<file path="src/rtl/multu_seq_if.sv">
// Handshake/bus bundle for multu_seq: multu request, HI/LO read port and status.
interface multu_seq_if #(
  parameter int WIDTH = 32
);
  logic             start;
  logic [WIDTH-1:0] op_a;
  logic [WIDTH-1:0] op_b;
  logic             rd_hi;
  logic             rd_lo;
  logic [WIDTH-1:0] hi;
  logic [WIDTH-1:0] lo;
  logic [WIDTH-1:0] rd_data;
  logic             busy;
  logic             stall;
  logic             done;

  modport master (
    output start, op_a, op_b, rd_hi, rd_lo,
    input  hi, lo, rd_data, busy, stall, done
  );

  modport slave (
    input  start, op_a, op_b, rd_hi, rd_lo,
    output hi, lo, rd_data, busy, stall, done
  );
endinterface

</file>
<file path="src/rtl/multu_seq.sv">
// Multi-cycle shift-add unsigned multiplier that owns the HI/LO register pair.
// Define MULT_EARLY_TERM_EN to end RUN as soon as no multiplier bits remain.
//
// state | meaning
// IDLE  | waiting for start
// RUN   | one shift-add step per cycle, pipeline stalled on multu/mfhi/mflo
// DONE  | product committed, done=1; otherwise behaves as IDLE
module multu_seq #(
  parameter int WIDTH = 32
) (
  input  logic       clk,
  input  logic       rst,
  multu_seq_if.slave bus
);
  localparam int CW = (WIDTH > 1) ? $clog2(WIDTH) : 1;
  localparam logic [CW-1:0] CNT_LAST = CW'(WIDTH - 1);

  typedef enum logic [1:0] {
    IDLE = 2'd0,
    RUN  = 2'd1,
    DONE = 2'd2
  } state_t;

  state_t               state_q, state_d;
  logic [2*WIDTH-1:0]   prod_q, prod_d;
  logic [2*WIDTH-1:0]   mcand_q, mcand_d;
  logic [WIDTH-1:0]     mplr_q, mplr_d;
  logic [CW-1:0]        cnt_q, cnt_d;
  logic [WIDTH-1:0]     hi_q, hi_d;
  logic [WIDTH-1:0]     lo_q, lo_d;
  logic [2*WIDTH-1:0]   prod_step;
  logic                 last_step;

  assign prod_step = mplr_q[0] ? (prod_q + mcand_q) : prod_q;

`ifdef MULT_EARLY_TERM_EN
  // Stop once the bit consumed this step is the last set multiplier bit.
  assign last_step = (cnt_q == CNT_LAST) || ((mplr_q >> 1) == '0);
`else
  assign last_step = (cnt_q == CNT_LAST);
`endif

  always_comb begin
    state_d = state_q;
    prod_d  = prod_q;
    mcand_d = mcand_q;
    mplr_d  = mplr_q;
    cnt_d   = cnt_q;
    hi_d    = hi_q;
    lo_d    = lo_q;
    case (state_q)
      IDLE, DONE: begin
        state_d = IDLE;
        if (bus.start) begin
          prod_d  = '0;
          mcand_d = {{WIDTH{1'b0}}, bus.op_a};
          mplr_d  = bus.op_b;
          cnt_d   = '0;
          state_d = RUN;
        end
      end
      RUN: begin
        prod_d  = prod_step;
        mcand_d = mcand_q << 1;
        mplr_d  = mplr_q >> 1;
        cnt_d   = cnt_q + 1'b1;
        if (last_step) begin
          {hi_d, lo_d} = prod_step;
          state_d      = DONE;
        end
      end
      default: state_d = IDLE;
    endcase
  end

  always_ff @(posedge clk or posedge rst) begin
    if (rst) begin
      state_q <= IDLE;
      prod_q  <= '0;
      mcand_q <= '0;
      mplr_q  <= '0;
      cnt_q   <= '0;
      hi_q    <= '0;
      lo_q    <= '0;
    end else begin
      state_q <= state_d;
      prod_q  <= prod_d;
      mcand_q <= mcand_d;
      mplr_q  <= mplr_d;
      cnt_q   <= cnt_d;
      hi_q    <= hi_d;
      lo_q    <= lo_d;
    end
  end

  assign bus.hi      = hi_q;
  assign bus.lo      = lo_q;
  assign bus.busy    = (state_q == RUN);
  assign bus.done    = (state_q == DONE);
  assign bus.stall   = bus.busy & (bus.start | bus.rd_hi | bus.rd_lo);
  assign bus.rd_data = bus.rd_hi ? hi_q : (bus.rd_lo ? lo_q : '0);
endmodule
</file>
<file path="src/flat_wrapper.sv">
// flat-port wrapper written by rule: the top's interface ports become plain ports
module multu_seq_flat 
#(
  parameter int WIDTH = 32
)
  (clk, rst, bus_start, bus_op_a, bus_op_b, bus_rd_hi, bus_rd_lo, bus_hi, bus_lo, bus_rd_data, bus_busy, bus_stall, bus_done);
  multu_seq_if #(.WIDTH(WIDTH)) bus_i ();
  input  logic clk;
  input  logic rst;
  input wire logic [$bits(bus_i.start)-1:0] bus_start;
  input wire logic [$bits(bus_i.op_a)-1:0] bus_op_a;
  input wire logic [$bits(bus_i.op_b)-1:0] bus_op_b;
  input wire logic [$bits(bus_i.rd_hi)-1:0] bus_rd_hi;
  input wire logic [$bits(bus_i.rd_lo)-1:0] bus_rd_lo;
  output wire logic [$bits(bus_i.hi)-1:0] bus_hi;
  output wire logic [$bits(bus_i.lo)-1:0] bus_lo;
  output wire logic [$bits(bus_i.rd_data)-1:0] bus_rd_data;
  output wire logic [$bits(bus_i.busy)-1:0] bus_busy;
  output wire logic [$bits(bus_i.stall)-1:0] bus_stall;
  output wire logic [$bits(bus_i.done)-1:0] bus_done;
  assign bus_i.start = bus_start;
  assign bus_i.op_a = bus_op_a;
  assign bus_i.op_b = bus_op_b;
  assign bus_i.rd_hi = bus_rd_hi;
  assign bus_i.rd_lo = bus_rd_lo;
  assign bus_hi = bus_i.hi;
  assign bus_lo = bus_i.lo;
  assign bus_rd_data = bus_i.rd_data;
  assign bus_busy = bus_i.busy;
  assign bus_stall = bus_i.stall;
  assign bus_done = bus_i.done;
  multu_seq #(.WIDTH(WIDTH)) u_core (.clk(clk), .rst(rst), .bus(bus_i));
endmodule
</file>
<file path="config.mk">
export PLATFORM = sky130hd
export DESIGN_NAME = multu_seq_flat
export DESIGN_NICKNAME = d
export VERILOG_FILES = /design/src/rtl/multu_seq_if.sv /design/src/rtl/multu_seq.sv /design/src/flat_wrapper.sv
export SDC_FILE = /design/constraint.sdc
export NUM_CORES = 1
export LEC_CHECK = 0
export ABC_CLOCK_PERIOD_IN_PS = 20800
export BUFFER_PORTS_ARGS = -buffer_cell sky130_fd_sc_hd__buf_4
export CORE_UTILIZATION = 55
export DETAILED_ROUTE_END_ITERATION = 10
export PLACE_DENSITY_LB_ADDON = 0.2
export SLEW_MARGIN = 20
export SYNTH_ARGS = -nofsm -noshare
export SYNTH_HDL_FRONTEND = slang
export SYNTH_SLANG_ARGS = --single-unit
</file>
<file path="constraint.sdc">
create_clock -name clk -period 20.8 [get_ports clk]
set_input_delay 4.16 -clock clk [delete_from_list [all_inputs] [get_ports clk]]
set_output_delay 4.16 -clock clk [all_outputs]
set_load 0.005 [all_outputs]
</file>
-- Word-level counts from Yosys, hierarchy flattened
Cells that the tools add are included.
- bits in registers: 231
- latch bits: 0
- memory bits (writable): 0
- bits in read-only memories: 0
- input port bits: 69
- logic and storage cells: 36
- memories: 0
- add/sub/neg operators: 2
- $mul: 0
- div/mod/pow operators: 0
- magnitude comparators: 0
- equality and inequality tests: 5
- shifts and indexed selects: 0
- multiplexer cells: 14
- bitwise logic cells: 3
- reductions and logical operators: 5
- operators by type and width (operator ; number):
    64-bit one-hot mux with 2 select lines ; 2
    64-bit two-way mux ; 3
    32-bit two-way mux ; 3
    64-bit adder ; 1
    32-bit one-hot mux with 2 select lines ; 1
    5-bit one-hot mux with 2 select lines ; 1
    5-bit by 1-bit adder with 5-bit output, second input constant ; 1
    5-bit equality test, second input constant ; 1
    5-bit two-way mux ; 1
    2-bit != test, second input constant ; 2
    2-bit one-hot mux with 2 select lines ; 1
    2-bit AND reduction ; 2
    2-bit by 1-bit equality test with 1-bit output, second input constant ; 1
    2-bit equality test, second input constant ; 1
    2-bit logical NOT ; 1
    2-bit two-way mux ; 1
    1-bit OR ; 2
    2-bit nonzero test ; 1
    2-bit OR reduction ; 1
    1-bit AND ; 1
    1-bit two-way mux ; 1

-- Longest topological paths before layout
Gate-level depths: netlist (run 1).
- depth after elaboration: 4
- gate-level depth with buffers: 13
- depth with buffers taken out: 13

-- Worst setup path before layout (run 1)
No wires, ideal clock.
- kind: input-to-output
- from: input bus_rd_lo
- to: output bus_rd_data[22]
- arrival: 4.953 ns
- data required time: 16.640 ns
- path slack: 11.687 ns
- cell stages on the path: 4
- buffers on the path: 2
- cell sequence: clkbuf_1 -> clkbuf_1 -> nand2_1 -> o21ai_0
- longest elaborated chain between the ends: 2
- ends and longest elaborated chain (element ; RTL line ; text):
    from (decl) ; flat_wrapper.sv:14 ; input wire logic [$bits(bus_i.rd_lo)-1:0] bus_rd_lo;
    32-bit two-way mux (2 in series) ; multu_seq.sv:101 ; assign bus.rd_data = bus.rd_hi ? hi_q : (bus.rd_lo ? lo_q : '0);
    to (decl) ; flat_wrapper.sv:17 ; output wire logic [$bits(bus_i.rd_data)-1:0] bus_rd_data;
Every way passes these cells.

-- Worst setup path after layout (run 1)
- from: input bus_rd_lo
- to: output bus_rd_data[1]
Same word-level chain as after synthesis.

==> results of run 1 <==
-- power by group --
| part | switching [W] | total, W | leakage [nW] | internal, W |
|---|---|---|---|---|
| logic | 0.000940 | 0.00155 | 4.28 | 0.000614 |
| registers | 0.000181 | 0.000827 | 2.91 | 0.000646 |
| clock network | 0.000185 | 0.000457 | 0.423 | 0.000272 |
| total | 0.00131 | 0.00284 | 7.62 | 0.00153 |
-- critical path, delay by kind of cell --
kind / cells / cell delay [ns]
AOI/OAI and AO/OA: 1 / 0.23
and+or+nand+nor: 1 / 0.54
buffers and inverters: 2 / 0.43
-- per-stage QoR --
step                      total power [W]  setup slack (ns)  hold slack (ns)  cell area, um^2  util (%)
final                            0.002839             11.28           0.4745            15970     65.27
after global placement           0.002328             11.34           0.4571            15110     61.79
after floorplan                  0.001890             10.31           0.4463            13770         -
after CTS                        0.002828             11.29           0.4787            15970     65.27
after detailed placement         0.002364             11.29           0.4639            15110     61.79
after global routing             0.003050             11.22           0.5008            15970     65.27
-- cell type report --
cell class	instances	area, um^2	area share (%)
multi-input cells	1215	7488	46.90
flip-flops and latches	231	5782	36.21
repair buffers	178	1336	8.369
clock buffers	34	732.0	4.584
well taps	324	405.4	2.539
clock inverters	12	120.1	0.7523
inverters	25	102.6	0.6426
-- cell families after synthesis --
logic type	Yosys count
simple gates	532
compound gates	524
flops	231
buf+inv	139
fa+ha+maj	66
xor+xnor	60
mux	33
-- sequential cells by signal (all words and copies together) (netlist names) --
signal	flops
u_core.state_q	2
u_core.bus.lo	32
u_core.mplr_q	32
u_core.prod_q	64
u_core.mcand_q	64
u_core.cnt_q	5
u_core.bus.hi	32
-- cell usage after synthesis, types with 29 or more instances --
library cell,n
sky130_fd_sc_hd__nand2_1,316
sky130_fd_sc_hd__dfrtp_1,231
sky130_fd_sc_hd__o21ai_0,139
sky130_fd_sc_hd__clkbuf_1,103
sky130_fd_sc_hd__a21oi_1,96
sky130_fd_sc_hd__ha_1,65
sky130_fd_sc_hd__a22oi_1,62
sky130_fd_sc_hd__nand3_1,59
sky130_fd_sc_hd__nor2_1,55
sky130_fd_sc_hd__a22o_1,45
sky130_fd_sc_hd__o21ai_1,37
sky130_fd_sc_hd__xnor2_1,37
sky130_fd_sc_hd__a21o_1,35
sky130_fd_sc_hd__mux2i_1,30
sky130_fd_sc_hd__nor3_1,29
-- path summary, 6_finish.rpt --
check,to,slack (ns),depth (start not counted)
setup / recovery,bus_rd_data[1],11.28,4
hold / removal,u_core.mplr_q[23],0.47,2
setup reg to reg,u_core.bus.hi[16],16.84,8
max in group asynchronous,u_core.mcand_q[33],15.63,3
min in group asynchronous,u_core.bus.lo[10],3.72,2
hold reg to reg,u_core.mplr_q[23],0.47,2
-- metal layers --
| metal | vias to the layer above | share of wire, % | wire length, um |
|---|---|---|---|
| li1 | 5863 | - | - |
| met1 | 5892 | 46 | 17410 |
| met2 | 372 | 47 | 17790 |
| met3 | 58 | 5.8 | 2233 |
| met4 | 0 | 2.0 | 781 |
| met5 | - | 0 | 0 |
==> impl_results.html, run 1 <==
<table>
<tr><th>Metric</th><th>Value</th></tr>
<tr><th colspan="2">Global routing</th></tr>
<tr><td>Total gr overflow</td><td>0</td></tr>
<tr><td>Maximum number of pins on one net before global-route repair</td><td>roughly 100</td></tr>
<tr><td>First-pass GRT wire length</td><td>approximately 62 mm</td></tr>
<tr><td>M1 GR Usage</td><td>42.63%</td></tr>
<tr><td>Number of global-route vias before repair</td><td>about 11k</td></tr>
<tr><td>GRT Resource Usage Total</td><td>between 20% and 30%</td></tr>
<tr><td>Met2 usage</td><td>between 40% and 50%</td></tr>
<tr><td>Routing usage on met3</td><td>3.818%</td></tr>
<tr><td>Initial antenna violation count</td><td>0</td></tr>
<tr><td>Grt peak-use layer</td><td>met2</td></tr>
<tr><th colspan="2">Routing</th></tr>
<tr><td>Total iterations of the first detailed-routing run</td><td>5</td></tr>
<tr><td>Wire length per cell</td><td>18.92 um</td></tr>
<tr><td>Via count</td><td>roughly 12k</td></tr>
<tr><td># DRC</td><td>0</td></tr>
<tr><td>Drt via density</td><td>slightly above 6</td></tr>
<tr><td>Number of nets still failing antenna checks after routing</td><td>0</td></tr>
<tr><td>Starting DRC count in detailed routing</td><td>approximately 900</td></tr>
<tr><td>Wire length reported by the detailed router</td><td>around 38 mm</td></tr>
<tr><th colspan="2">Worst setup path</th></tr>
<tr><td>CP required</td><td>16.64 ns</td></tr>
<tr><td>Type of the worst setup path</td><td>input pin to output pin</td></tr>
<tr><td>Startpoint of the worst setup timing path</td><td>bus_rd_lo</td></tr>
<tr><td>CP peak stage delay</td><td>between 0.5 and 0.6 ns</td></tr>
<tr><td>Start of the worst register-to-register path</td><td>u_core.state_q[0]</td></tr>
<tr><td>Worst Path Max Fanout</td><td>29</td></tr>
<tr><td>Most used cell, CP</td><td>sky130_fd_sc_hd__buf_4</td></tr>
<tr><td>Arrival time worst endpoint</td><td>5.36 ns</td></tr>
<tr><td>Worst path slowest cell</td><td>sky130_fd_sc_hd__nor2b_1</td></tr>
<tr><td>Endpoint kind of the worst setup timing path</td><td>output pin</td></tr>
<tr><td>Setup crit start kind</td><td>input pin</td></tr>
<tr><td>Critical-path cell list</td><td>buf_4 -&gt; nor2b_1 -&gt; a22o_1 -&gt; buf_4</td></tr>
<tr><th colspan="2">Die</th></tr>
<tr><td>I/O Pins</td><td>168</td></tr>
<tr><td>Effective utilization at floorplan</td><td>a little under three fifths</td></tr>
<tr><td>Die ar.</td><td>around 26,000 um^2</td></tr>
<tr><td>Number of cell rows</td><td>57</td></tr>
<tr><td>Area of the core</td><td>between 20,000 and 25,000 um^2</td></tr>
<tr><td>DIE WIDTH</td><td>approximately 160 um</td></tr>
<tr><td>Die outline height</td><td>between 150 and 200 um</td></tr>
<tr><th colspan="2">Layout</th></tr>
<tr><td>Filler cell count in the final layout</td><td>approximately 2.1k</td></tr>
<tr><td>Leading cell type in the layout, fill and taps excluded</td><td>sky130_fd_sc_hd__nand2_1</td></tr>
<tr><td>Area Overhead vs Synth</td><td>15.96%</td></tr>
<tr><td>Fraction of layout instances using a drive strength above 1</td><td>between 10% and 20%</td></tr>
<tr><td>Final #Nets</td><td>~1.8k</td></tr>
<tr><td>Final cell count without fillers</td><td>a little over 2k</td></tr>
<tr><td>Leading cell types in the layout, fill and taps excluded</td><td>314 x sky130_fd_sc_hd__nand2_1, 230 x sky130_fd_sc_hd__dfrtp_1, 178 x sky130_fd_sc_hd__buf_4, 139 x sky130_fd_sc_hd__o21ai_0, 96 x sky130_fd_sc_hd__a21oi_1</td></tr>
<tr><td>Diodes inserted</td><td>0</td></tr>
<tr><th colspan="2">Timing</th></tr>
<tr><td>Unrepaired setup endpoints after global routing</td><td>false</td></tr>
<tr><td>Final critical-path required period</td><td>9.524 ns</td></tr>
<tr><td>Worst Tran Pin Value</td><td>1.056 ns</td></tr>
<tr><td>Peak clock frequency supported by timing</td><td>105.0 MHz</td></tr>
<tr><td>Hold Fails Final Rpt</td><td>0</td></tr>
<tr><td>Final setup fails</td><td>0</td></tr>
<tr><td>Sum of negative setup slack</td><td>0 ns</td></tr>
<tr><td>Max-Slew Margin vs Limit</td><td>29.61%</td></tr>
<tr><td>Final critical-path share of the clock period</td><td>45.79%</td></tr>
<tr><td>Clock skew after layout</td><td>~0.015 ns</td></tr>
<tr><td>Number of max-slew violations in the final report</td><td>0</td></tr>
<tr><th colspan="2">Synth</th></tr>
<tr><td>Number of synthesized flops with an enable pin</td><td>0</td></tr>
<tr><td>Count of different cell masters after synthesis</td><td>between 60 and 70</td></tr>
<tr><td>Compound-gate portion of the synthesized area</td><td>approximately a quarter</td></tr>
<tr><td>Post-synthesis share of cell area spent on and, or, nand and nor gates</td><td>between 15 and 20%</td></tr>
<tr><td>Main combinational cell family by area after synthesis</td><td>compound AO/OA/AOI/OAI gates</td></tr>
<tr><td>Xor-xnor portion of the synthesized cell area</td><td>about 3.8%</td></tr>
<tr><td>Average instance area after synthesis</td><td>about 8.7 um^2</td></tr>
<tr><td>Count of yosys warnings during synthesis</td><td>0</td></tr>
<tr><td>Gate count of the mapped netlist</td><td>between 1.5k and 2k</td></tr>
<tr><td>Flip-flop and latch count after synthesis</td><td>approximately 230</td></tr>
<tr><td>Mux share of post-synthesis cell area</td><td>between 2 and 2.5%</td></tr>
<tr><td>Post-synth net total</td><td>around 1.7k</td></tr>
<tr><td>Sequential area share after synthesis</td><td>between 40% and 50%</td></tr>
<tr><td>Arithmetic-cell share of the synthesized area counting full adders, half adders and majority gates</td><td>between 6 and 7%</td></tr>
<tr><td>Synth area leader</td><td>sky130_fd_sc_hd__dfrtp_1</td></tr>
<tr><td>Yosys top cell area share</td><td>41.98%</td></tr>
<tr><td>Post-synthesis instance area</td><td>about 14,000 um^2</td></tr>
<tr><td>Fraction of synthesis flops using an asynchronous set or reset pin</td><td>between 90% and 100%</td></tr>
<tr><td>Top post-synthesis cells by area</td><td>sky130_fd_sc_hd__dfrtp_1 42%, sky130_fd_sc_hd__nand2_1 8.6%, sky130_fd_sc_hd__ha_1 5.9%</td></tr>
<tr><td>Dominant register cell in the synthesized netlist</td><td>sky130_fd_sc_hd__dfrtp_1</td></tr>
<tr><th colspan="2">Placement</th></tr>
<tr><td>Inst Count DP</td><td>just under 2k</td></tr>
<tr><td>Post-detail-place hpwl</td><td>27.01 mm</td></tr>
<tr><td>Global placement routability congestion</td><td>about 0.9</td></tr>
<tr><td>IO Port Bufs</td><td>between 150 and 200</td></tr>
<tr><th colspan="2">Worst hold path</th></tr>
<tr><td>Tightest Hold Check Type</td><td>flip-flop to flip-flop</td></tr>
<tr><td>Min-Delay Startpoint</td><td>u_core.mplr_q[23]</td></tr>
<tr><th colspan="2">Pwr</th></tr>
<tr><td>P_leak</td><td>7.622 nW</td></tr>
<tr><td>Highest ir drop seen on vdd</td><td>around 0.10 mV</td></tr>
<tr><td>Pwr Density</td><td>about 180 nW/um^2</td></tr>
<tr><th colspan="2">Clocking</th></tr>
<tr><td>Insertion delay to the later sink of the worst-skew pair</td><td>0.53 ns</td></tr>
<tr><td>Buffers inserted during post-CTS setup optimization</td><td>0</td></tr>
<tr><td>Maximum number of buffers from clock root to sink</td><td>3</td></tr>
<tr><td>Clock tree from TritonCTS</td><td>yes</td></tr>
<tr><td>CTS Root Buffer Type</td><td>sky130_fd_sc_hd__clkbuf_16</td></tr>
<tr><td>Number of H-tree branching levels</td><td>1</td></tr>
<tr><td>Clock buffer count from CTS</td><td>26</td></tr>
<tr><td>Number of sinks driven by the clock tree</td><td>approximately 230</td></tr>
<tr><td>Number of cells upsized or downsized after cts</td><td>0</td></tr>
<tr><td>CTS clock-pin slew for the worst setup and hold paths</td><td>about 0.060 ns</td></tr>
<tr><td>Number of hold buffers added after CTS</td><td>0</td></tr>
<tr><th colspan="2">Flow run</th></tr>
<tr><td>Number of max-cap violations</td><td>0</td></tr>
<tr><th colspan="2">Status</th></tr>
<tr><td>Status</td><td>complete, no violations</td></tr>
</table>
(Power assumes the default switching activity.)
==> inputs of run 2 (changes only) <==
--- a/config.mk
+++ b/config.mk
@@ -5,7 +5,8 @@
 export SDC_FILE = /design/constraint.sdc
 export NUM_CORES = 1
 export LEC_CHECK = 0
-export ABC_CLOCK_PERIOD_IN_PS = 20800
+export ABC_AREA = 1
+export ABC_CLOCK_PERIOD_IN_PS = 9400
 export BUFFER_PORTS_ARGS = -buffer_cell sky130_fd_sc_hd__buf_4
 export CORE_UTILIZATION = 55
 export DETAILED_ROUTE_END_ITERATION = 10
==> constraint.sdc (replaced) <==
create_clock -name clk -period 9.4 [get_ports clk]
set_input_delay 1.88 -clock clk [delete_from_list [all_inputs] [get_ports clk]]
set_output_delay 1.88 -clock clk [all_outputs]
set_load 0.005 [all_outputs]
==> impl_results.html, run 2 <==
<table>
<tr><th>Metric</th><th>Value</th></tr>
<tr><th colspan="2">Clocking</th></tr>
<tr><td>Number of cells upsized or downsized after cts</td><td>0 (unchanged)</td></tr>
<tr><td>Clock buffer count from CTS</td><td>26 (unchanged)</td></tr>
<tr><td>Number of hold buffers added after CTS</td><td>0 (unchanged)</td></tr>
<tr><td>Number of sinks driven by the clock tree</td><td>231 (unchanged)</td></tr>
<tr><td>Maximum number of buffers from clock root to sink</td><td>3 (unchanged)</td></tr>
<tr><td>CTS clock-pin slew for the worst setup and hold paths</td><td>0.05 ns (about the same)</td></tr>
<tr><td>Clock tree from TritonCTS</td><td>yes</td></tr>
<tr><td>Buffers inserted during post-CTS setup optimization</td><td>0 (unchanged)</td></tr>
<tr><td>Number of H-tree branching levels</td><td>1 (unchanged)</td></tr>
<tr><td>CTS Root Buffer Type</td><td>sky130_fd_sc_hd__clkbuf_16</td></tr>
<tr><td>Insertion delay to the later sink of the worst-skew pair</td><td>0.55 ns (+0.02 ns)</td></tr>
<tr><th colspan="2">Worst setup path</th></tr>
<tr><td>Arrival time worst endpoint</td><td>3.59 ns (-1.77 ns)</td></tr>
<tr><td>CP required</td><td>7.52 ns (-9.12 ns)</td></tr>
<tr><td>Worst path bufs/invs</td><td>3 (+1)</td></tr>
<tr><td>Worst Path Max Fanout</td><td>33 (+14%)</td></tr>
<tr><td>Type of the worst setup path</td><td>input pin to output pin</td></tr>
<tr><td>Crit-path leading delay family</td><td>buffers and inverters</td></tr>
<tr><td>Critical-path cell list</td><td>buf_4 -&gt; inv_1 -&gt; nand2_1 -&gt; o21ai_0 -&gt; buf_4</td></tr>
<tr><td>Most used cell, CP</td><td>sky130_fd_sc_hd__buf_4</td></tr>
<tr><td>Endpoint kind of the worst setup timing path</td><td>output pin</td></tr>
<tr><td>CP peak stage delay</td><td>0.49 ns (-0.05 ns)</td></tr>
<tr><td>Setup crit start kind</td><td>input pin</td></tr>
<tr><td>Worst path slowest cell</td><td>sky130_fd_sc_hd__inv_1</td></tr>
<tr><th colspan="2">Timing</th></tr>
<tr><td>Peak clock frequency supported by timing</td><td>between 150 and 200 MHz</td></tr>
<tr><td>Unrepaired setup endpoints after global routing</td><td>false</td></tr>
<tr><td>Number of max-slew violations in the final report</td><td>0 (unchanged)</td></tr>
<tr><td>Final setup fails</td><td>0 (unchanged)</td></tr>
<tr><td>Worst Tran Pin Value</td><td>1.043 ns (-0.01297 ns)</td></tr>
<tr><td>Final critical-path required period</td><td>5.466 ns</td></tr>
<tr><td>Max-Slew Margin vs Limit</td><td>30.47% (+0.86 points)</td></tr>
<tr><td>Hold Fails Final Rpt</td><td>0 (unchanged)</td></tr>
<tr><td>Final critical-path share of the clock period</td><td>between 50% and 60%</td></tr>
<tr><td>Sum of negative setup slack</td><td>0 ns (unchanged)</td></tr>
<tr><td>Clock skew after layout</td><td>0.01474 ns (-0.0001191 ns)</td></tr>
<tr><th colspan="2">Synth</th></tr>
<tr><td>Post-synth net total</td><td>2,585 (+50%)</td></tr>
<tr><td>Dominant register cell in the synthesized netlist</td><td>sky130_fd_sc_hd__dfrtp_1</td></tr>
<tr><td>Commonest cells post-synth</td><td>898 x sky130_fd_sc_hd__nand2_1, 427 x sky130_fd_sc_hd__inv_1, 257 x sky130_fd_sc_hd__nand3_1</td></tr>
<tr><td>Flip-flop and latch count after synthesis</td><td>231 (unchanged)</td></tr>
<tr><td>Count of yosys warnings during synthesis</td><td>0 (unchanged)</td></tr>
<tr><td>Yosys top cell area share</td><td>35.88% (-6.1 points)</td></tr>
<tr><td>Gate count of the mapped netlist</td><td>2,450 (+55%)</td></tr>
<tr><td>Count of different cell masters after synthesis</td><td>41 (-38%)</td></tr>
<tr><td>Most frequent cell after synthesis</td><td>sky130_fd_sc_hd__nand2_1</td></tr>
<tr><td>Post-synthesis instance area</td><td>16,110 um^2 (+17%)</td></tr>
<tr><td>Top post-synthesis cells by area</td><td>sky130_fd_sc_hd__dfrtp_1 36%, sky130_fd_sc_hd__nand2_1 21%, sky130_fd_sc_hd__inv_1 9.9%</td></tr>
<tr><td>Average instance area after synthesis</td><td>6.575 um^2 (-24%)</td></tr>
<tr><td>Fraction of synthesis flops using an asynchronous set or reset pin</td><td>100.0% (unchanged)</td></tr>
<tr><td>Number of synthesized flops with an enable pin</td><td>0 (unchanged)</td></tr>
<tr><td>Sequential area share after synthesis</td><td>35.88% (-6.1 points)</td></tr>
<tr><td>Synth area leader</td><td>sky130_fd_sc_hd__dfrtp_1</td></tr>
<tr><th colspan="2">Die</th></tr>
<tr><td>DIE WIDTH</td><td>173.1 um (+8.1%)</td></tr>
<tr><td>Die outline height</td><td>173.1 um (+8.1%)</td></tr>
<tr><td>Number of cell rows</td><td>62 (+8.8%)</td></tr>
<tr><td>Area of the core</td><td>28,780 um^2 (+18%)</td></tr>
<tr><td>Effective utilization at floorplan</td><td>55.97% (-0.32 points)</td></tr>
<tr><td>I/O Pins</td><td>168 (unchanged)</td></tr>
<tr><td>Die ar.</td><td>29,980 um^2 (+17%)</td></tr>
<tr><th colspan="2">Placement</th></tr>
<tr><td>Post-detail-place hpwl</td><td>41.00 mm (+52%)</td></tr>
<tr><td>Global placement routability congestion</td><td>1.034 (+13%)</td></tr>
<tr><td>IO Port Bufs</td><td>167 (unchanged)</td></tr>
<tr><th colspan="2">Routing</th></tr>
<tr><td>Drt via density</td><td>5.431 (-10%)</td></tr>
<tr><td>Wire length per cell</td><td>17.97 um (-5.0%)</td></tr>
<tr><td>Number of nets still failing antenna checks after routing</td><td>0 (unchanged)</td></tr>
<tr><td>Starting DRC count in detailed routing</td><td>1,632 (+78%)</td></tr>
<tr><td>Via count</td><td>16.17k (+33%)</td></tr>
<tr><td># DRC</td><td>0 (unchanged)</td></tr>
<tr><td>Wire length reported by the detailed router</td><td>53.50 mm (+40%)</td></tr>
<tr><td>Total iterations of the first detailed-routing run</td><td>6 (+1)</td></tr>
<tr><th colspan="2">Pwr</th></tr>
<tr><td>Total power</td><td>0.007729 W (+170%)</td></tr>
<tr><td>Highest ir drop seen on vdd</td><td>0.4354 mV (+320%)</td></tr>
<tr><td>Pwr Density</td><td>417.4 nW/um^2 (+130%)</td></tr>
<tr><td>P_leak</td><td>10.34 nW (+36%)</td></tr>
<tr><th colspan="2">Flow run</th></tr>
<tr><td>Number of max-cap violations</td><td>0 (unchanged)</td></tr>
<tr><th colspan="2">Layout</th></tr>
<tr><td>Fraction of layout instances using a drive strength above 1</td><td>12.80% (-1.8 points)</td></tr>
<tr><td>Diodes inserted</td><td>0 (unchanged)</td></tr>
<tr><td>Area Overhead vs Synth</td><td>14.96%</td></tr>
<tr><td>Leading cell types in the layout, fill and taps excluded</td><td>896 x sky130_fd_sc_hd__nand2_1, 424 x sky130_fd_sc_hd__inv_1, 257 x sky130_fd_sc_hd__nand3_1, 230 x sky130_fd_sc_hd__dfrtp_1, 178 x sky130_fd_sc_hd__buf_4</td></tr>
<tr><td>Final #Nets</td><td>2,708 (+49%)</td></tr>
<tr><td>Largest registers ranked by flip-flop count</td><td>u_core.mcand_q x64, u_core.prod_q x64</td></tr>
<tr><td>Leading cell type in the layout, fill and taps excluded</td><td>sky130_fd_sc_hd__nand2_1</td></tr>
<tr><th colspan="2">Global routing</th></tr>
<tr><td>Initial antenna violation count</td><td>0 (unchanged)</td></tr>
<tr><td>GRT Resource Usage Total</td><td>35.89% (+6.0 points)</td></tr>
<tr><td>Total gr overflow</td><td>0 (unchanged)</td></tr>
<tr><td>First-pass GRT wire length</td><td>84.05 mm (+36%)</td></tr>
<tr><td>Maximum number of pins on one net before global-route repair</td><td>105 (+2.9%)</td></tr>
<tr><td>Number of global-route vias before repair</td><td>15.14k (+32%)</td></tr>
<tr><th colspan="2">Status</th></tr>
<tr><td>Status</td><td>complete, no violations</td></tr>
<tr><th colspan="2">Worst hold path</th></tr>
<tr><td>Tightest Hold Check Type</td><td>flip-flop to flip-flop</td></tr>
</table>
==> run 2: changes by cell type after synthesis, sizes merged, moves of 51 or more <==
cell	previous run	this run
nand2	316	925
o21ai	177	83
nor2	56	126
a21oi	97	46
nand3	59	271
a22oi	62	0
inv	25	429
==> run 2: cell type report <==
cell class,instances,area [um^2]
fill,2703,10260
multi-input combinational,1704,8363
sequential,231,5782
inverter,430,1622
timing repair buffer,180,1375
clock buffer,37,772.0
tap,384,480.5
clock inverter,11,125.1
==> run 2: path summary, 6_finish.rpt <==
check                                  startpoint                end  slack, ns  cells past startpoint
worst min-delay path              u_core.cnt_q[3]    u_core.cnt_q[3]       0.48                      1
min in group asynchronous                     rst  u_core.prod_q[34]       1.39                      2
worst max register to register  u_core.state_q[0]  u_core.prod_q[45]       5.70                      9
max in group asynchronous                     rst  u_core.bus.lo[10]       6.64                      3
worst max-delay path                    bus_rd_hi    bus_rd_data[21]       3.93                      5
worst min register to register    u_core.cnt_q[3]    u_core.cnt_q[3]       0.48                      1
==> run 2: logic make-up (layout without fill, tap and decap cells) <==
kind of cell	count (synthesis)	count (layout)	share of synthesized area [%]
AOI/OAI and AO/OA	227	227	8.575
xor gates and xnor gates	30	30	1.631
adders and majority gates	66	66	5.173
buffers and inverters	515	658	12.28
DFF	231	231	35.88
and+or+nand+nor	1381	1381	36.46
==> run 2: where the power goes <==
part,switching (W),internal [W],leakage (nW)
Sequential,0.000347,0.00143,2.77
Clock,0.000432,0.000627,0.441
Combinational,0.00325,0.00164,7.13
Total,0.00403,0.00370,10.3
==> run 2: stage by stage <==
step           worst slack [ns]  hold WS, ns  util, %  area [um^2]  instances
5_1_grt                   3.762       0.5036    64.35        18520       2977
4_1_cts                   3.991       0.4841    64.24        18490       2976
3_5_place_dp              3.997       0.4734    61.12        17590       2928
2_1_floorplan             1.187       0.4402        -        16110       2450
3_3_place_gp              4.081       0.4541    61.12        17590       2928
6_report                  3.934       0.4834    64.35        18520       2977
==> run 2: metal layers <==
layer / global-route usage [%] / part of all wire (%)
met5: 0 / 0
met4: 9.181 / 2.7
met3: 4.332 / 8.8
met2: 56.27 / 44
met1: 52.59 / 45
==> run 2: worst reg2reg max path: stages, from the launching register on <==
cell                      delay, ns
sky130_fd_sc_hd__dfrtp_1       0.38
sky130_fd_sc_hd__inv_2         0.72
sky130_fd_sc_hd__nor2_4        0.36
sky130_fd_sc_hd__inv_2         0.18
sky130_fd_sc_hd__buf_4         0.46
sky130_fd_sc_hd__nand2_2       0.18
sky130_fd_sc_hd__inv_2         0.51
sky130_fd_sc_hd__buf_4         0.59
sky130_fd_sc_hd__nand2_1       0.15
sky130_fd_sc_hd__nand2_1       0.10
==> inputs of run 3 (changes only) <==
--- a/config.mk
+++ b/config.mk
@@ -6,7 +6,7 @@
 export NUM_CORES = 1
 export LEC_CHECK = 0
 export ABC_AREA = 1
-export ABC_CLOCK_PERIOD_IN_PS = 9400
+export ABC_CLOCK_PERIOD_IN_PS = 4670
 export BUFFER_PORTS_ARGS = -buffer_cell sky130_fd_sc_hd__buf_4
 export CORE_UTILIZATION = 55
 export DETAILED_ROUTE_END_ITERATION = 10
==> constraint.sdc (replaced) <==
create_clock -name clk -period 4.67 [get_ports clk]
set_input_delay 0.934 -clock clk [delete_from_list [all_inputs] [get_ports clk]]
set_output_delay 0.934 -clock clk [all_outputs]
set_load 0.005 [all_outputs]
==> impl_results.html, run 3 (synthesis results as in run 2) <==
<table>
<tr><th>Metric</th><th>Value</th></tr>
<tr><th colspan="2">Routing</th></tr>
<tr><td>Starting DRC count in detailed routing</td><td>1,576 (-3.4%)</td></tr>
<tr><td>Number of nets still failing antenna checks after routing</td><td>0 (unchanged)</td></tr>
<tr><td># DRC</td><td>0 (unchanged)</td></tr>
<tr><td>Drt via density</td><td>5.422 (-0.17%)</td></tr>
<tr><td>Total iterations of the first detailed-routing run</td><td>5 (-1)</td></tr>
<tr><td>Via count</td><td>16.13k (-0.27%)</td></tr>
<tr><td>Wire length reported by the detailed router</td><td>53.44 mm (-0.12%)</td></tr>
<tr><td>Wire length per cell</td><td>17.97 um (about the same)</td></tr>
<tr><th colspan="2">Worst setup path</th></tr>
<tr><td>CP required</td><td>3.74 ns (-3.78 ns)</td></tr>
<tr><td>Arrival time worst endpoint</td><td>2.54 ns (-1.05 ns)</td></tr>
<tr><td>Type of the worst setup path</td><td>input pin to output pin</td></tr>
<tr><td>Worst Path Max Fanout</td><td>33 (unchanged)</td></tr>
<tr><td>Setup crit start kind</td><td>input pin</td></tr>
<tr><td>Endpoint kind of the worst setup timing path</td><td>output pin</td></tr>
<tr><th colspan="2">Timing</th></tr>
<tr><td>Worst Tran Pin Value</td><td>1.089 ns (+0.04581 ns)</td></tr>
<tr><td>Min setup slack post-route</td><td>1.193 ns (-2.741 ns)</td></tr>
<tr><td>Final setup fails</td><td>0 (unchanged)</td></tr>
<tr><td>Hold Fails Final Rpt</td><td>0 (unchanged)</td></tr>
<tr><td>Final critical-path share of the clock period</td><td>about three quarters</td></tr>
<tr><td>Final critical-path required period</td><td>about 3.5 ns</td></tr>
<tr><td>Max-Slew Margin vs Limit</td><td>27.42% (-3.1 points)</td></tr>
<tr><td>Sum of negative setup slack</td><td>0 ns (unchanged)</td></tr>
<tr><td>Clock skew after layout</td><td>0.01662 ns (+0.001882 ns)</td></tr>
<tr><td>Unrepaired setup endpoints after global routing</td><td>false</td></tr>
<tr><td>Number of max-slew violations in the final report</td><td>0 (unchanged)</td></tr>
<tr><td>Peak clock frequency supported by timing</td><td>roughly 290 MHz</td></tr>
<tr><th colspan="2">Pwr</th></tr>
<tr><td>Pwr Density</td><td>836.2 nW/um^2 (+100%)</td></tr>
<tr><td>P_leak</td><td>10.30 nW (-0.44%)</td></tr>
<tr><td>Highest ir drop seen on vdd</td><td>0.8347 mV (+92%)</td></tr>
<tr><th colspan="2">Clocking</th></tr>
<tr><td>Insertion delay to the later sink of the worst-skew pair</td><td>0.55 ns (about the same)</td></tr>
<tr><td>Clock buffer count from CTS</td><td>26 (unchanged)</td></tr>
<tr><td>Number of sinks driven by the clock tree</td><td>231 (unchanged)</td></tr>
<tr><td>CTS clock-pin slew for the worst setup and hold paths</td><td>0.05 ns (about the same)</td></tr>
<tr><td>Number of cells upsized or downsized after cts</td><td>0 (unchanged)</td></tr>
<tr><td>Maximum number of buffers from clock root to sink</td><td>3 (unchanged)</td></tr>
<tr><td>Number of hold buffers added after CTS</td><td>0 (unchanged)</td></tr>
<tr><td>CTS Root Buffer Type</td><td>sky130_fd_sc_hd__clkbuf_16</td></tr>
<tr><td>Number of H-tree branching levels</td><td>1 (unchanged)</td></tr>
<tr><td>Buffers inserted during post-CTS setup optimization</td><td>0 (unchanged)</td></tr>
<tr><td>Clock tree from TritonCTS</td><td>yes</td></tr>
<tr><th colspan="2">Worst hold path</th></tr>
<tr><td>Tightest Hold Check Type</td><td>flip-flop to flip-flop</td></tr>
<tr><th colspan="2">Global routing</th></tr>
<tr><td>Total gr overflow</td><td>0 (unchanged)</td></tr>
<tr><td>Number of global-route vias before repair</td><td>15.01k (-0.90%)</td></tr>
<tr><td>Maximum number of pins on one net before global-route repair</td><td>121 (+15%)</td></tr>
<tr><td>Initial antenna violation count</td><td>0 (unchanged)</td></tr>
<tr><td>First-pass GRT wire length</td><td>83.48 mm (-0.67%)</td></tr>
<tr><td>GRT Resource Usage Total</td><td>35.83% (-0.060 points)</td></tr>
<tr><th colspan="2">Layout</th></tr>
<tr><td>Diodes inserted</td><td>0 (unchanged)</td></tr>
<tr><td>Largest registers ranked by flip-flop count</td><td>u_core.mcand_q x64, u_core.prod_q x64</td></tr>
<tr><td>Area Overhead vs Synth</td><td>14.52%</td></tr>
<tr><td>Final #Nets</td><td>2,708 (unchanged)</td></tr>
<tr><td>Leading cell types in the layout, fill and taps excluded</td><td>896 x sky130_fd_sc_hd__nand2_1, 424 x sky130_fd_sc_hd__inv_1, 257 x sky130_fd_sc_hd__nand3_1, 230 x sky130_fd_sc_hd__dfrtp_1, 177 x sky130_fd_sc_hd__buf_4</td></tr>
<tr><td>Leading cell type in the layout, fill and taps excluded</td><td>sky130_fd_sc_hd__nand2_1</td></tr>
<tr><td>Fraction of layout instances using a drive strength above 1</td><td>12.63% (-0.18 points)</td></tr>
<tr><th colspan="2">Die</th></tr>
<tr><td>DIE WIDTH</td><td>173.1 um (unchanged)</td></tr>
<tr><td>Die outline height</td><td>173.1 um (unchanged)</td></tr>
<tr><td>Area of the core</td><td>28,780 um^2 (unchanged)</td></tr>
<tr><td>I/O Pins</td><td>168 (unchanged)</td></tr>
<tr><td>Effective utilization at floorplan</td><td>55.97% (unchanged)</td></tr>
<tr><td>Number of cell rows</td><td>62 (unchanged)</td></tr>
<tr><td>Die ar.</td><td>29,980 um^2 (unchanged)</td></tr>
<tr><th colspan="2">Status</th></tr>
<tr><td>Status</td><td>complete, no violations</td></tr>
<tr><th colspan="2">Placement</th></tr>
<tr><td>Post-detail-place hpwl</td><td>41.05 mm (+0.12%)</td></tr>
<tr><td>Pre-CTS setup slack</td><td>1.219 ns (-2.778 ns)</td></tr>
<tr><td>IO Port Bufs</td><td>167 (unchanged)</td></tr>
<tr><td>Global placement routability congestion</td><td>0.9814 (-5.1%)</td></tr>
<tr><th colspan="2">Flow run</th></tr>
<tr><td>Number of max-cap violations</td><td>0 (unchanged)</td></tr>
</table>
[run 3: changes by cell type in the layout (fill, tap and decap cells not counted), sizes merged]
cell / delta
clkinvlp: +1
bufinv: -2
clkinv: -2
[run 3: power breakdown]
group	total, W	internal, W	switching [W]
combinational	0.00978	0.00328	0.00650
sequential	0.00367	0.00289	0.000781
clock	0.00198	0.00112	0.000856
total	0.0154	0.00729	0.00813
[run 3: layout make-up]
type,instances,area [um^2]
clock inverters,8,63.81
repair buffers,180,1389
fillers,2747,10330
inverters,430,1618
well taps,384,480.5
flip-flops and latches,231,5782
multi-input cells,1704,8363
clock buffers,37,752.0
[run 3: final timing paths]
kind,slack (ns),depth (start not counted),endpoint,start
hold reg to reg,0.47,1,u_core.cnt_q[3],u_core.cnt_q[3]
hold / removal,0.47,1,u_core.cnt_q[3],u_core.cnt_q[3]
setup / recovery,1.19,5,bus_rd_data[22],bus_rd_hi
max in group asynchronous,2.97,3,u_core.bus.hi[23],rst
min in group asynchronous,0.56,2,u_core.mcand_q[13],rst
setup reg to reg,1.90,15,u_core.bus.hi[6],u_core.mcand_q[0]
[run 3: worst max-delay path, stage by stage]
cell                      delay [ns]
sky130_fd_sc_hd__buf_4          0.22
sky130_fd_sc_hd__inv_1          0.48
sky130_fd_sc_hd__nand2_1        0.43
sky130_fd_sc_hd__o21ai_0        0.32
sky130_fd_sc_hd__buf_4          0.15
[run 3: metrics by stage]
step / util, % / area (um^2) / total power, W / hold WS, ns / cells
detailed placement: 61.26 / 17630 / 0.01326 / 0.4620 / 2929
global placement: 61.26 / 17630 / 0.01307 / 0.4533 / 2929
global route: 64.10 / 18450 / 0.01666 / 0.4939 / 2974
finish: 64.10 / 18450 / 0.01543 / 0.4707 / 2974
CTS: 64.10 / 18450 / 0.01529 / 0.4685 / 2974
floorplan: - / 16110 / 0.01028 / 0.4402 / 2450
[run 3: per-layer routing]
layer / part of all wire, % / up-vias / track usage, %
met2: 44 / 624 / 56.28
met3: 7.4 / 80 / 4.068
met5: 0 / - / 0
li1: - / 7898 / -
met4: 3.2 / 0 / 11.17
met1: 45 / 7523 / 51.82
